## config.mk

```make
export PLATFORM = sky130hd
export DESIGN_NAME = gemm_result_collector
export DESIGN_NICKNAME = d
export VERILOG_FILES = /design/src/rtl/gemm_result_collector.sv
export SDC_FILE = /design/constraint.sdc
export NUM_CORES = 1
export LEC_CHECK = 0
export BUFFER_PORTS_ARGS = -buffer_cell sky130_fd_sc_hd__buf_4
export CAP_MARGIN = 0
export CORE_AREA = 10 10 104 106
export DETAILED_ROUTE_END_ITERATION = 6
export DIE_AREA = 0 0 114 116
export PLACE_DENSITY = 0.65
export SLEW_MARGIN = 20
export SYNTH_ARGS = -nofsm -noshare
export SYNTH_HDL_FRONTEND = slang
export SYNTH_SLANG_ARGS = --single-unit
```

## constraint.sdc

```tcl
create_clock -name clk -period 3.98 [get_ports clk]
set_input_delay 0.796 -clock clk [delete_from_list [all_inputs] [get_ports clk]]
set_output_delay 0.796 -clock clk [all_outputs]
set_load 0.01 [all_outputs]
```

## src/rtl/gemm_result_collector.sv

```systemverilog
// Collects GEMM result rows during CMD_STREAM into a small FIFO and delivers them
// downstream over valid/ready, tagging the final row of each job.

package gemm_result_collector_pkg;
    typedef enum logic [1:0] {
        CMD_NONE   = 2'd0,
        CMD_LOAD   = 2'd1,
        CMD_STREAM = 2'd2,
        CMD_FLUSH  = 2'd3
    } command_t;
endpackage

module gemm_result_collector
    import gemm_result_collector_pkg::*;
#(
    parameter int unsigned SA_SIZE                = 2,
    parameter int unsigned WEIGHT_ACTIVATION_SIZE = 8,
    parameter int unsigned FIFO_DEPTH             = 4,
    parameter int unsigned MAX_ROWS               = 16,
    parameter int unsigned STALL_MARGIN           = 2
) (
    input  logic                                              clk,
    input  logic                                              rst,
    input  logic                                              start,
    input  logic [$clog2(MAX_ROWS+1)-1:0]                     num_rows,
    input  command_t                                          sa_cmd,
    input  logic                                              sa_output_valid,
    input  logic [SA_SIZE-1:0][WEIGHT_ACTIVATION_SIZE-1:0]    sa_outputs,
    output logic [SA_SIZE-1:0][WEIGHT_ACTIVATION_SIZE-1:0]    out_row,
    output logic                                              out_valid,
    input  logic                                              out_ready,
    output logic                                              out_last,
    output logic                                              stall_req,
    output logic                                              busy,
    output logic                                              done,
    output logic                                              overflow
);

    localparam int unsigned RW = $clog2(MAX_ROWS + 1);
    localparam int unsigned PW = $clog2(FIFO_DEPTH);
    localparam int unsigned CW = $clog2(FIFO_DEPTH + 1);

    typedef logic [SA_SIZE-1:0][WEIGHT_ACTIVATION_SIZE-1:0] row_t;
    typedef enum logic [1:0] {StIdle, StCollect, StDrain, StDone} state_e;

    state_e          state_q, state_d;
    logic [RW-1:0]   rows_q, rows_d;
    logic [RW-1:0]   captured_q, captured_d;
    logic [CW-1:0]   count_q, count_d;
    logic [PW-1:0]   wr_ptr_q, rd_ptr_q;
    logic            overflow_q, overflow_d;

    row_t            row_mem  [FIFO_DEPTH];
    logic            last_mem [FIFO_DEPTH];

    logic push, pop, full, wr_en, drop, push_last;

    always_comb begin
        busy      = (state_q == StCollect) || (state_q == StDrain);
        done      = (state_q == StDone);
        out_valid = busy && (count_q != '0);
        pop       = out_valid && out_ready;
        push      = (state_q == StCollect) && sa_output_valid && (sa_cmd == CMD_STREAM);
        full      = (count_q == CW'(FIFO_DEPTH));
        // A pop in the same cycle frees the slot the push needs.
        wr_en     = push && (!full || pop);
        drop      = push && full && !pop;
        push_last = (RW'(captured_q + RW'(1)) == rows_q);
        out_row   = out_valid ? row_mem[rd_ptr_q] : '0;
        out_last  = out_valid && last_mem[rd_ptr_q];
        stall_req = busy && ((CW'(FIFO_DEPTH) - count_q) <= CW'(STALL_MARGIN));
        overflow  = overflow_q;
    end

    always_comb begin
        state_d    = state_q;
        rows_d     = rows_q;
        captured_d = captured_q;
        overflow_d = overflow_q;
        count_d    = count_q;

        if (wr_en && !pop) begin
            count_d = count_q + CW'(1);
        end else if (pop && !wr_en) begin
            count_d = count_q - CW'(1);
        end

        unique case (state_q)
            StIdle: begin
                if (start) begin
                    rows_d     = num_rows;
                    captured_d = '0;
                    overflow_d = 1'b0;
                    state_d    = (num_rows == '0) ? StDone : StCollect;
                end
            end
            StCollect: begin
                // Dropped rows still count so the job always terminates.
                if (push) begin
                    captured_d = captured_q + RW'(1);
                    if (captured_d == rows_q) begin
                        state_d = StDrain;
                    end
                end
            end
            StDrain: begin
                if (count_q == '0) begin
                    state_d = StDone;
                end
            end
            StDone: begin
                state_d = StIdle;
            end
        endcase

        if (drop) begin
            overflow_d = 1'b1;
        end
    end

    always_ff @(posedge clk) begin
        if (rst) begin
            state_q    <= StIdle;
            rows_q     <= '0;
            captured_q <= '0;
            count_q    <= '0;
            wr_ptr_q   <= '0;
            rd_ptr_q   <= '0;
            overflow_q <= 1'b0;
        end else begin
            state_q    <= state_d;
            rows_q     <= rows_d;
            captured_q <= captured_d;
            count_q    <= count_d;
            overflow_q <= overflow_d;
            if (wr_en) begin
                wr_ptr_q <= wr_ptr_q + PW'(1);
            end
            if (pop) begin
                rd_ptr_q <= rd_ptr_q + PW'(1);
            end
        end
    end

    // Storage needs no reset: out_row is gated by out_valid.
    always_ff @(posedge clk) begin
        if (wr_en) begin
            row_mem[wr_ptr_q]  <= sa_outputs;
            last_mem[wr_ptr_q] <= push_last;
        end
    end

endmodule

```

Word-level counts from Yosys, hierarchy flattened:

Memory sizes are Yosys's and may differ from the RTL's. A register that Yosys moved wholly into a read port is not among the register bits.
Index checks and enable logic that the tools add are counted.

* register bits after elaboration: 20
* latch bits: 0
* RAM bits: 68
* memory bits (read-only): 0
* input port bits: 28
* output and inout bits: 22
* word-level logic and storage cells: 75
* memories: 2

* $add $sub $neg: 6
* multiply operators: 0
* divide/modulo/power cells: 0
* order comparisons: 1
* equality and inequality tests: 10
* shift-type cells: 0
* multiplexer cells: 21
* bitwise operators: 0
* reductions and logical operators: 28

Memory list
* row_mem: words 4, bits a word 16, read ports 1, clocked after Yosys merged registers in 1, wr ports 1, line 53 `row_t row_mem [FIFO_DEPTH];`
* last_mem: words 4, bits a word 1, read ports 1, clocked after Yosys merged registers in 1, wr ports 1, line 54 `logic last_mem [FIFO_DEPTH];`

Operator list (count)
* 2-bit two-way mux: 9
* 16-bit two-way mux: 1
* 1-bit logical AND: 11
* 5-bit two-way mux: 2
* 5-bit one-hot mux with 2 select lines: 1
* 2-bit one-hot mux with 4 select lines: 1
* 2-bit nonzero test: 4
* 2-bit == test (second input constant): 3
* 3-bit two-way mux: 2
* 2-bit != test (second input constant): 3
* 5-bit by 1-bit adder with 5-bit output (second input constant): 1
* 5-bit == test: 1
* 5-bit logical NOT: 1
* 1-bit two-way mux: 5
* 2-bit by 1-bit adder with 2-bit output (second input constant): 2
* 2-bit AND reduction: 2
* 4-bit AND reduction: 1
* 3-bit by 1-bit adder with 3-bit output (second input constant): 1
* 3-bit == test (second input constant): 1
* 3-bit by 2-bit <= comparator with 1-bit output (second input constant): 1
* 1-bit logical NOT: 3
* 3-bit logical NOT: 1
* 3-bit AND reduction: 1
* 3-bit nonzero test: 1
* 6 further kinds: 7

Logic depth before layout (Yosys ltp):

Gate-level depths: netlist of the first run.

* depth after elaboration: 10
* depth in mapped cells: 12
* gate-level depth less buffers: 12

Worst setup path before layout of the first run:

No wires, ideal clock.

* path type: flip-flop to flip-flop
* start point: register count_q[0]
* end point: register count_q[2]
* library setup time: 0.070 ns
* arrival time: 2.575 ns
* data required time: 3.910 ns
* setup slack: 1.335 ns
* stages on the path, launching flop included: 13
* buffers on the path: 0
* period minus slack after synthesis: 2.645 ns
* path through: dfxtp_1 > inv_1 > ha_1 > ha_1 > nor2b_1 > nand2_1 > a21oi_2 > ha_1 > inv_1 > fa_1 > xor2_1 > or3_1 > a21oi_1

* longest elaborated chain between the ends: 8
* elaborated cells on any way between the ends: 16
* those cells by class: 2 x add/sub; 1 x eq/ne; 2 x mux; 11 x reduce/logical

RTL lines
* start: declaration: line 49 `logic [CW-1:0] count_q, count_d;`
* start signal: assignment: line 134 `count_q <= count_d;`
* 3-bit nonzero test: line 61 `out_valid = busy && (count_q != '0);`
* 1-bit logical AND: line 61
* 1-bit logical AND: line 62 `pop = out_valid && out_ready;`
* 1-bit logical OR *: line 66 `wr_en = push && (!full || pop);`
* 1-bit logical AND *: line 66
* via wr_en: line 56 `logic push, pop, full, wr_en, drop, push_last;`
* 1-bit logical NOT: line 84 `end else if (pop && !wr_en) begin`
* 1-bit logical AND: line 84
* 2-bit nonzero test (no line)

Mark *: on every way through the listed nets, which the timed path passes. The rest lies on a longest branch. The select of a mux whose other input is x is not followed.
A chain may end at the register's enable or synchronous reset.

Worst setup path after layout of the first run:

Same ends and word-level chain as after synthesis.

==> flow_summary.html, run 1 <==
<table>
<tr><th>Metric</th><th>Value</th></tr>
<tr><th colspan="2">GRT</th></tr>
<tr><td>Total routing usage reported by global routing</td><td>a little under an eighth</td></tr>
<tr><td>Maximum number of pins on one net before global-route repair</td><td>23</td></tr>
<tr><td>Remaining global-route overflow</td><td>0</td></tr>
<tr><td>Number of antenna violations at the first check in global routing</td><td>0</td></tr>
<tr><td>Via count of the first global-routing pass</td><td>2477</td></tr>
<tr><td>Wire length of the first global-routing pass</td><td>between 10000 and 15000 um</td></tr>
<tr><th colspan="2">Setup path</th></tr>
<tr><td>Register-to-register path setup slack</td><td>0.88 ns</td></tr>
<tr><td>Crit path capture type</td><td>flip-flop</td></tr>
<tr><td>Largest fanout of any net on the critical path</td><td>20</td></tr>
<tr><td>Crit path to</td><td>count_q[2]</td></tr>
<tr><td>Critical Path RT</td><td>about 4.3 ns</td></tr>
<tr><td>R2R Path Start</td><td>count_q[0]</td></tr>
<tr><td>Launch point of the worst path</td><td>count_q[0]</td></tr>
<tr><td>Critical Path Start Type</td><td>flip-flop</td></tr>
<tr><td>Cell count of the worst reg-to-reg path</td><td>13</td></tr>
<tr><td>Critical Path AT</td><td>~3.4 ns</td></tr>
<tr><td>Endpoint of the most critical register-to-register path</td><td>count_q[2]</td></tr>
<tr><td>Worst setup path category</td><td>reg2reg</td></tr>
<tr><th colspan="2">Clock tree</th></tr>
<tr><td>Total clock buffers created by CTS</td><td>9</td></tr>
<tr><td># hold bufs at CTS</td><td>0</td></tr>
<tr><td>Clk pin slew, worst setup/hold paths</td><td>around 0.090 ns</td></tr>
<tr><td>Setup repair bufs after CTS</td><td>0</td></tr>
<tr><td>Number of H-tree levels</td><td>3</td></tr>
<tr><td>Buffers from clock root to sink, at most</td><td>2</td></tr>
<tr><td>Cell at the root of the clock tree</td><td>clkbuf_8</td></tr>
<tr><td>Sink Count</td><td>90</td></tr>
<tr><td>Clock tree from TritonCTS</td><td>yes</td></tr>
<tr><td>Gates resized, CTS repair</td><td>0</td></tr>
<tr><td>Worst-skew pair later-pin latency</td><td>approximately 0.34 ns</td></tr>
<tr><th colspan="2">Synthesis</th></tr>
<tr><td>Area share of the largest cell type after synthesis</td><td>between 50% and 60%</td></tr>
<tr><td>Warnings, synthesis</td><td>0</td></tr>
<tr><td>Part of the Yosys area used for sequential elements</td><td>between 60% and 70%</td></tr>
<tr><td>Avg Synthesized Cell Area</td><td>14.81 um^2</td></tr>
<tr><td>Synthesized cell area</td><td>about 3900 um^2</td></tr>
<tr><td>Post-Synthesis Net Count</td><td>approximately 310</td></tr>
<tr><td>Library cell with the largest summed area after synthesis</td><td>edfxtp_1</td></tr>
<tr><td>Commonest register cell after synthesis</td><td>edfxtp_1</td></tr>
<tr><td>Number of storage elements in the synthesis netlist</td><td>90</td></tr>
<tr><td>Most frequently used cell type in the post-synthesis netlist</td><td>edfxtp_1</td></tr>
<tr><td>Share of synthesized flip-flops with an asynchronous set or reset</td><td>0%</td></tr>
<tr><td>Count of flip-flops with a built-in enable after synthesis</td><td>68</td></tr>
<tr><td>Gate Count Post-Synth</td><td>261</td></tr>
<tr><td>Number of different library cells in the post-synthesis netlist</td><td>between 40 and 50</td></tr>
<tr><td>Dominant cells by area after synthesis</td><td>edfxtp_1 53%, dfxtp_1 11%, mux4_2 9.9%</td></tr>
<tr><td>Top cells by count, synth</td><td>68 x edfxtp_1, 22 x dfxtp_1, 21 x and2_1, 20 x nor2_1, 17 x mux4_2</td></tr>
<tr><th colspan="2">Route</th></tr>
<tr><td>Detail-routed via count per cell</td><td>just over 5</td></tr>
<tr><td>Total iterations of the first detailed-routing run</td><td>4</td></tr>
<tr><td>Wire length reported by the detailed router</td><td>7102 um</td></tr>
<tr><td>Total number of vias</td><td>2182</td></tr>
<tr><td>DRC viols</td><td>0</td></tr>
<tr><td>Average routed wire per standard cell</td><td>around 17 um</td></tr>
<tr><td>Initial DRC Count</td><td>between 100 and 150</td></tr>
<tr><td>Residual antenna-violating net count after detailed routing</td><td>0</td></tr>
<tr><th colspan="2">STA</th></tr>
<tr><td>Setup TNS after final layout</td><td>0 ns</td></tr>
<tr><td>Finish-stage setup viols</td><td>0</td></tr>
<tr><td>Slew Limit Headroom</td><td>38.64%</td></tr>
<tr><td>Share of the clock period used by the worst path after layout</td><td>around 78%</td></tr>
<tr><td>Min Clock Period, post-route</td><td>around 3.1 ns</td></tr>
<tr><td>Final count of pins violating max slew</td><td>0</td></tr>
<tr><td>Clock Skew</td><td>between 0.008 and 0.009 ns</td></tr>
<tr><td>Number of endpoints with negative hold slack in the final report</td><td>0</td></tr>
<tr><td>RSZ-0062 raised after global routing</td><td>false</td></tr>
<tr><td>Maximum operating frequency</td><td>between 300 and 400 MHz</td></tr>
<tr><td>Worst Slack Setup Final</td><td>0.8763 ns</td></tr>
<tr><td>Actual slew at the worst max-slew pin</td><td>about 0.92 ns</td></tr>
<tr><th colspan="2">Layout</th></tr>
<tr><td>Area occupied by multi-input gates</td><td>~1300 um^2</td></tr>
<tr><td>Post-synthesis to final-layout area growth</td><td>17.93%</td></tr>
<tr><td>Share of post-route cells with drive strength above 1</td><td>27.90%</td></tr>
<tr><td>Number of standard cells in the final layout excluding fillers</td><td>about 430</td></tr>
<tr><td>Number of antenna cells inserted</td><td>0</td></tr>
<tr><td>Register area</td><td>around 2500 um^2</td></tr>
<tr><td>Final #Nets</td><td>around 360</td></tr>
<tr><td>FILL cells</td><td>755</td></tr>
<tr><th colspan="2">Power and ir drop</th></tr>
<tr><td>Power density over the cells</td><td>462.1 nW/um^2</td></tr>
<tr><td>Power after layout</td><td>2107 uW</td></tr>
<tr><td>Leakage</td><td>around 0.0016 uW</td></tr>
<tr><td>Largest vdd supply drop</td><td>0.0002491 V</td></tr>
<tr><th colspan="2">Die</th></tr>
<tr><td>Die outline height</td><td>116 um</td></tr>
<tr><td>Area of the die</td><td>around 13000 um^2</td></tr>
<tr><td>Initial core utilization</td><td>about 45%</td></tr>
<tr><td>Core Footprint</td><td>8678 um^2</td></tr>
<tr><td>Die width</td><td>approximately 110 um</td></tr>
<tr><td>Number of cell rows</td><td>34</td></tr>
<tr><td>Number of primary I/O pins</td><td>50</td></tr>
<tr><th colspan="2">Place</th></tr>
<tr><td>Count of port buffers added during placement</td><td>49</td></tr>
<tr><td>Worst setup slack after placement</td><td>just under 0.9 ns</td></tr>
<tr><td>HPWL after detailed placement</td><td>between 4000 and 5000 um</td></tr>
<tr><td>Gp weighted congestion</td><td>between 0.7 and 0.8</td></tr>
<tr><td>Cell Count Post-Placement</td><td>approximately 400</td></tr>
<tr><th colspan="2">Status</th></tr>
<tr><td>Run status</td><td>finished, final reports clean</td></tr>
<tr><th colspan="2">Run</th></tr>
<tr><td>Max-cap violation count</td><td>0</td></tr>
<tr><th colspan="2">Hold path</th></tr>
<tr><td>Worst min-delay path class</td><td>reg2reg</td></tr>
</table>
[stage by stage]
step	hold slack (ns)	util (%)	area, um^2
floorplan	0.4478	-	3866
CTS	0.4815	52.54	4559
detailed placement	0.4688	50.04	4343
finish	0.4727	52.54	4559
global route	0.4955	52.54	4559
global placement	0.4613	50.04	4343
[sequential cells by signal, summed over array words and instances, names as in the netlist, named ones only]
name,flops
overflow,1
state_q,2
last_mem,4
wr_ptr_q,2
captured_q,5
count_q,3
row_mem,64
rd_ptr_q,2
rows_q,5
[logic make-up (layout without fill, tap and decap cells)]
| kind of cell | Yosys count | after routing | synth area share, % |
|---|---|---|---|
| compound gates | 29 | 29 | 4.628 |
| xor+xnor | 11 | 11 | 2.492 |
| fa+ha+maj | 16 | 16 | 5.372 |
| buf+inv | 20 | 78 | 2.136 |
| flops | 90 | 90 | 64.21 |
| mux | 20 | 20 | 10.71 |
| simple gates | 75 | 75 | 10.45 |
[power breakdown]
group / internal, uW / total (uW) / switching [uW] / leakage, uW
clock network: 356 / 662 / 305 / 0.000105
registers: 1040 / 1060 / 22.7 / 0.000791
logic: 176 / 381 / 205 / 0.000744
total: 1570 / 2110 / 533 / 0.00164
[cell type report]
cell class | count | share of cell area, %
clock buffers | 10 | 2.799
clock inverters | 6 | 1.948
inverters | 11 | 0.9056
multi-input cells | 151 | 28.54
flip-flops and latches | 90 | 54.45
well taps | 108 | 2.964
repair buffers | 51 | 8.397
[critical path, stage by stage (launching register included)]
cell and delay (ns):
dfxtp_1 0.40, inv_1 0.08, ha_1 0.22, ha_1 0.19
nor2b_1 0.11, buf_4 0.24, nand2_1 0.16, a21oi_2 0.33
ha_1 0.25, inv_1 0.06, fa_1 0.39, xor2_1 0.18
or3_1 0.30, a21oi_1 0.13
[cells in the final DEF, fill, tap and decap left out, types with 2 or more instances in the layout]
| cell type | netlist | final |
|---|---|---|
| nand3b_1 | 2 | 2 |
| o21ai_0 | 4 | 4 |
| clkbuf_8 | 0 | 9 |
| bufinv_16 | 0 | 2 |
| mux4_2 | 17 | 17 |
| or3_1 | 2 | 2 |
| dfxtp_1 | 22 | 22 |
| ha_1 | 15 | 15 |
| nand2_1 | 9 | 9 |
| nor2_1 | 20 | 20 |
| a22oi_1 | 2 | 2 |
| nand3_1 | 9 | 9 |
| inv_1 | 11 | 11 |
| edfxtp_1 | 68 | 68 |
| nor2b_1 | 2 | 2 |
| and2_1 | 21 | 21 |
| inv_6 | 0 | 2 |
| buf_4 | 1 | 51 |
| a21oi_1 | 15 | 15 |
| nor3_1 | 3 | 3 |
| mux2i_1 | 2 | 2 |
| xnor2_1 | 5 | 5 |
| xor2_1 | 6 | 6 |
[worst min path at each step]
stage | cells after the start | start | end | slack (ns)
after floorplan | 2 | rows_q[0] | rows_q[0] | 0.45
after global placement | 2 | rows_q[4] | rows_q[4] | 0.46
after detailed placement | 2 | rows_q[3] | rows_q[3] | 0.47
after CTS | 2 | rows_q[3] | rows_q[3] | 0.48
after global routing | 2 | rows_q[3] | rows_q[3] | 0.50
final | 2 | rows_q[3] | rows_q[3] | 0.47
[metal layers]
layer | GRT usage, % | share of wire (%) | up-vias
met4 | 4.511 | 1.1 | 0
met1 | 13.77 | 45 | 1058
li1 | - | - | 1065
met2 | 18.45 | 48 | 52
met3 | 3.204 | 5.2 | 7
met5 | 0 | 0 | -
No activity file was read; power rests on OpenSTA's default activity.
==> run 2, diff against run 1 <==
- ABC_AREA: not set -> 1
- CORE_AREA: 10 10 104 106 -> 10 10 105 107
- DIE_AREA: 0 0 114 116 -> 0 0 115 117
- PLACE_DENSITY: 0.65 -> 0.66
- clock period: 3.98 -> 2.71 ns (I/O delays scaled with it)
==> flow_summary.html, run 2 <==
<table>
<tr><th>Metric</th><th>Value</th></tr>
<tr><th colspan="2">Synthesis</th></tr>
<tr><td>Number of storage elements in the synthesis netlist</td><td>90 (unchanged)</td></tr>
<tr><td>Commonest register cell after synthesis</td><td>edfxtp_1</td></tr>
<tr><td>Gate Count Post-Synth</td><td>384 (+47%)</td></tr>
<tr><td>Post-Synthesis Net Count</td><td>428 (+40%)</td></tr>
<tr><td>Library cell with the largest summed area after synthesis</td><td>edfxtp_1</td></tr>
<tr><td>Avg Synthesized Cell Area</td><td>10.16 um^2 (-31%)</td></tr>
<tr><td>Warnings, synthesis</td><td>0 (unchanged)</td></tr>
<tr><td>Number of different library cells in the post-synthesis netlist</td><td>26 (-37%)</td></tr>
<tr><td>Synthesized cell area</td><td>3902 um^2 (+0.94%)</td></tr>
<tr><td>Part of the Yosys area used for sequential elements</td><td>63.61% (-0.60 points)</td></tr>
<tr><td>Count of flip-flops with a built-in enable after synthesis</td><td>68 (unchanged)</td></tr>
<tr><td>Most frequently used cell type in the post-synthesis netlist</td><td>nor2_1</td></tr>
<tr><td>Top cells by count, synth</td><td>85 x nor2_1, 68 x edfxtp_1, 39 x a21oi_1, 36 x nand2_1, 33 x inv_1</td></tr>
<tr><td>Dominant cells by area after synthesis</td><td>edfxtp_1 52%, dfxtp_1 11%, nor2_1 8.2%</td></tr>
<tr><td>Share of synthesized flip-flops with an asynchronous set or reset</td><td>0% (unchanged)</td></tr>
<tr><td>Area share of the largest cell type after synthesis</td><td>52.32% (-0.49 points)</td></tr>
<tr><th colspan="2">Clock tree</th></tr>
<tr><td>Clk pin slew, worst setup/hold paths</td><td>0.09 ns (about the same)</td></tr>
<tr><td>Worst-skew pair later-pin latency</td><td>0.35 ns (about the same)</td></tr>
<tr><td># hold bufs at CTS</td><td>0 (unchanged)</td></tr>
<tr><td>Sink Count</td><td>90 (unchanged)</td></tr>
<tr><td>Clock tree from TritonCTS</td><td>yes</td></tr>
<tr><td>Buffers from clock root to sink, at most</td><td>2 (unchanged)</td></tr>
<tr><td>Total clock buffers created by CTS</td><td>9 (unchanged)</td></tr>
<tr><td>Setup repair bufs after CTS</td><td>0 (unchanged)</td></tr>
<tr><td>Gates resized, CTS repair</td><td>0 (unchanged)</td></tr>
<tr><td>Number of H-tree levels</td><td>3 (unchanged)</td></tr>
<tr><td>Cell at the root of the clock tree</td><td>clkbuf_8</td></tr>
<tr><th colspan="2">STA</th></tr>
<tr><td>Setup TNS after final layout</td><td>0 ns (unchanged)</td></tr>
<tr><td>Slew Limit Headroom</td><td>65.52% (+27 points)</td></tr>
<tr><td>Maximum operating frequency</td><td>398.2 MHz (+24%)</td></tr>
<tr><td>Min Clock Period, post-route</td><td>2.511 ns (-0.5925 ns)</td></tr>
<tr><td>Number of endpoints with negative hold slack in the final report</td><td>0 (unchanged)</td></tr>
<tr><td>Clock Skew</td><td>0.01067 ns (+0.002368 ns)</td></tr>
<tr><td>Actual slew at the worst max-slew pin</td><td>0.5164 ns (-0.4040 ns)</td></tr>
<tr><td>Worst Slack Setup Final</td><td>0.1988 ns (-0.6775 ns)</td></tr>
<tr><td>RSZ-0062 raised after global routing</td><td>false</td></tr>
<tr><td>Finish-stage setup viols</td><td>0 (unchanged)</td></tr>
<tr><td>Share of the clock period used by the worst path after layout</td><td>92.66% (+15 points)</td></tr>
<tr><td>Final count of pins violating max slew</td><td>0 (unchanged)</td></tr>
<tr><th colspan="2">Place</th></tr>
<tr><td>Cell Count Post-Placement</td><td>543 (+32%)</td></tr>
<tr><td>Count of port buffers added during placement</td><td>49 (unchanged)</td></tr>
<tr><td>Gp weighted congestion</td><td>0.8685 (+9.3%)</td></tr>
<tr><td>HPWL after detailed placement</td><td>5597 um (+14%)</td></tr>
<tr><td>Placed Area</td><td>4442 um^2 (+2.3%)</td></tr>
<tr><td>Worst setup slack after placement</td><td>0.1594 ns (-0.7202 ns)</td></tr>
<tr><th colspan="2">Route</th></tr>
<tr><td>Total number of vias</td><td>2761 (+27%)</td></tr>
<tr><td>Wire length reported by the detailed router</td><td>8108 um (+14%)</td></tr>
<tr><td>Total iterations of the first detailed-routing run</td><td>4 (unchanged)</td></tr>
<tr><td>DRC viols</td><td>0 (unchanged)</td></tr>
<tr><td>Residual antenna-violating net count after detailed routing</td><td>0 (unchanged)</td></tr>
<tr><td>Detail-routed via count per cell</td><td>4.939 (-3.3%)</td></tr>
<tr><td>Initial DRC Count</td><td>193 (+44%)</td></tr>
<tr><td>Average routed wire per standard cell</td><td>14.50 um (-13%)</td></tr>
<tr><th colspan="2">GRT</th></tr>
<tr><td>Maximum number of pins on one net before global-route repair</td><td>35 (+52%)</td></tr>
<tr><td>Wire length of the first global-routing pass</td><td>13210 um (+11%)</td></tr>
<tr><td>Via count of the first global-routing pass</td><td>2756 (+11%)</td></tr>
<tr><td>Number of antenna violations at the first check in global routing</td><td>0 (unchanged)</td></tr>
<tr><td>Remaining global-route overflow</td><td>0 (unchanged)</td></tr>
<tr><td>Met2 usage in global routing</td><td>20.91% (+2.5 points)</td></tr>
<tr><td>Global routing's busiest layer</td><td>met2</td></tr>
<tr><td>Total routing usage reported by global routing</td><td>12.44% (+1.2 points)</td></tr>
<tr><td>Met3 GRT Util</td><td>4.281% (+1.1 points)</td></tr>
<tr><td>Global routing met1 resource utilization</td><td>14.56% (+0.80 points)</td></tr>
<tr><th colspan="2">Power and ir drop</th></tr>
<tr><td>Leakage</td><td>0.001800 uW (+9.8%)</td></tr>
<tr><td>Clk pwr share</td><td>26.8% (-4.6 points)</td></tr>
<tr><td>Internal Dissipation</td><td>2235 uW (+42%)</td></tr>
<tr><td>Net switching share of the total power</td><td>30.39% (+5.1 points)</td></tr>
<tr><td>Power density over the cells</td><td>692.4 nW/um^2 (+50%)</td></tr>
<tr><td>Largest vdd supply drop</td><td>0.0004542 V (+82%)</td></tr>
<tr><td>Share of power burned in registers</td><td>49.5% (-1.0 points)</td></tr>
<tr><td>Switching pwr</td><td>975.7 uW (+83%)</td></tr>
<tr><td>Relative contribution of combinational cells to total power</td><td>23.7% (+5.6 points)</td></tr>
<tr><th colspan="2">Run</th></tr>
<tr><td>Max-cap violation count</td><td>0 (unchanged)</td></tr>
<tr><th colspan="2">Hold path</th></tr>
<tr><td>End point of the worst hold path</td><td>row_mem[1][0]</td></tr>
<tr><td>Worst min-delay path class</td><td>in2reg</td></tr>
<tr><td>Min-Delay Startpoint</td><td>sa_outputs[0]</td></tr>
<tr><td>Worst hold path cell count</td><td>1 (-1)</td></tr>
<tr><th colspan="2">Layout</th></tr>
<tr><td>Final #Nets</td><td>487 (+36%)</td></tr>
<tr><td>Biggest register</td><td>row_mem</td></tr>
<tr><td>Number of antenna cells inserted</td><td>0 (unchanged)</td></tr>
<tr><td>Layout Cell Area excl Fill</td><td>4637 um^2 (+1.7%)</td></tr>
<tr><td>Most frequent standard cell in the layout excluding fill and tap cells</td><td>nor2_1</td></tr>
<tr><td>Leading cell types in the layout, fill and taps excluded</td><td>85 x nor2_1, 68 x edfxtp_1, 61 x buf_4</td></tr>
<tr><td>Largest registers in the final layout</td><td>row_mem: 64 flops, captured_q: 5 flops, rows_q: 5 flops</td></tr>
<tr><td>FILL cells</td><td>840 (+11%)</td></tr>
<tr><td>Share of post-route cells with drive strength above 1</td><td>19.64% (-8.3 points)</td></tr>
<tr><td>Post-synthesis to final-layout area growth</td><td>18.82%</td></tr>
<tr><td>Max reg flops</td><td>64 (unchanged)</td></tr>
<tr><td>Number of standard cells in the final layout excluding fillers</td><td>559 (+31%)</td></tr>
<tr><td>Final design utilization</td><td>51.40% (-1.1 points)</td></tr>
<tr><th colspan="2">Setup path</th></tr>
<tr><td>Critical Path Start Type</td><td>flip-flop</td></tr>
<tr><td>Critical-path cell with the highest stage delay</td><td>fa_1</td></tr>
<tr><td>Crit-path cells</td><td>inv_1 &gt; ha_1 &gt; ha_1 &gt; nor2_4 &gt; nand2_2 &gt; nand2_1 &gt; nand2_1 &gt; inv_1 &gt; ha_1 &gt; inv_1 &gt; fa_1 &gt; nor2_1 &gt; nor2_1 &gt; nand2_1 &gt; o21ai_0 &gt; a21oi_1</td></tr>
<tr><td>Endpoint of the most critical register-to-register path</td><td>count_q[2]</td></tr>
<tr><td>Largest fanout of any net on the critical path</td><td>7 (-65%)</td></tr>
<tr><td>R2R Path Start</td><td>count_q[0]</td></tr>
<tr><td>Kind of cell with the highest combined delay on the critical path</td><td>adder cells</td></tr>
<tr><td>Worst setup path category</td><td>reg2reg</td></tr>
<tr><td>Crit path capture type</td><td>flip-flop</td></tr>
<tr><td>Number of cells on the critical path</td><td>16 (+3)</td></tr>
<tr><td>Register-to-register path setup slack</td><td>0.20 ns (-0.68 ns)</td></tr>
<tr><td>Largest stage delay on the critical path</td><td>0.40 ns (about the same)</td></tr>
<tr><td>Critical Path AT</td><td>2.79 ns (-0.59 ns)</td></tr>
<tr><td>Crit path buf inv count</td><td>3 (unchanged)</td></tr>
<tr><td>Critical Path RT</td><td>2.99 ns (-1.27 ns)</td></tr>
<tr><td>Cell count of the worst reg-to-reg path</td><td>16 (+3)</td></tr>
<tr><th colspan="2">Die</th></tr>
<tr><td>Number of primary I/O pins</td><td>50 (unchanged)</td></tr>
<tr><td>Core Footprint</td><td>9021 um^2 (+4.0%)</td></tr>
<tr><td>Number of cell rows</td><td>35 (+2.9%)</td></tr>
<tr><td>Initial core utilization</td><td>43.26% (-1.3 points)</td></tr>
<tr><td>Die outline height</td><td>117 um (+0.86%)</td></tr>
<tr><td>Area of the die</td><td>13460 um^2 (+1.7%)</td></tr>
<tr><td>Die width</td><td>115 um (+0.88%)</td></tr>
<tr><th colspan="2">Status</th></tr>
<tr><td>Run status</td><td>finished, final reports clean</td></tr>
</table>
-- run 2: cell types whose count changed after synthesis, moves of 5 or more --
cell,previous run,this run
a21oi_1,15,39
o21ai_1,0,15
and2_1,21,0
xnor2_1,5,0
nor2_1,20,85
xor2_1,6,0
inv_2,0,5
nand2_1,9,36
inv_1,11,33
o21ai_0,4,30
mux4_2,17,0
-- run 2: worst max path at each step --
stage	end	slack, ns	start
final	count_q[2]	0.20	count_q[0]
after global routing	count_q[2]	0.0008	count_q[0]
after CTS	count_q[2]	0.13	count_q[0]
after detailed placement	count_q[2]	0.16	count_q[0]
after global placement	count_q[2]	0.29	count_q[0]
after floorplan	last_mem[0]	0.12	count_q[0]
-- run 2: cell families after synthesis --
kind of cell             synth area share (%)
AND/OR/NAND/NOR                         14.36
flip-flops                              63.61
AO/OA/AOI/OAI                           11.57
buffers and inverters                   5.130
adder cells (fa/ha/maj)                 5.322
-- run 2: layer usage --
metal / part of all wire (%) / wire length [um] / vias up
met5: 0 / 0 / -
met4: 0.90 / 73 / 0
met3: 5.7 / 461 / 6
met2: 49 / 3942 / 50
met1: 45 / 3630 / 1293
li1: - / - / 1412
-- run 2: final cells by class --
class / count / area (um^2) / share of cell area, %
multi-input cells: 243 / 1227 / 26.47
repair buffers: 61 / 457.9 / 9.876
flip-flops and latches: 90 / 2482 / 53.53
clock buffers: 12 / 156.4 / 3.373
clock inverters: 4 / 31.28 / 0.6746
inverters: 38 / 142.6 / 3.076
well taps: 111 / 138.9 / 2.995
-- run 2: metrics by stage --
stage | total power [uW] | hold slack, ns
2_1_floorplan | 2104 | 0.4431
3_3_place_gp | 2357 | 0.4613
3_5_place_dp | 2378 | 0.4707
4_1_cts | 3231 | 0.3652
5_1_grt | 3412 | 0.3556
6_report | 3210 | 0.3862
-- run 2: power groups by stage --
stage	logic (uW)	clock network, uW	registers (uW)
2_1_floorplan	499	0	1600
3_3_place_gp	744	0	1610
3_5_place_dp	758	0	1620
4_1_cts	762	881	1590
5_1_grt	870	944	1600
6_report	761	862	1590
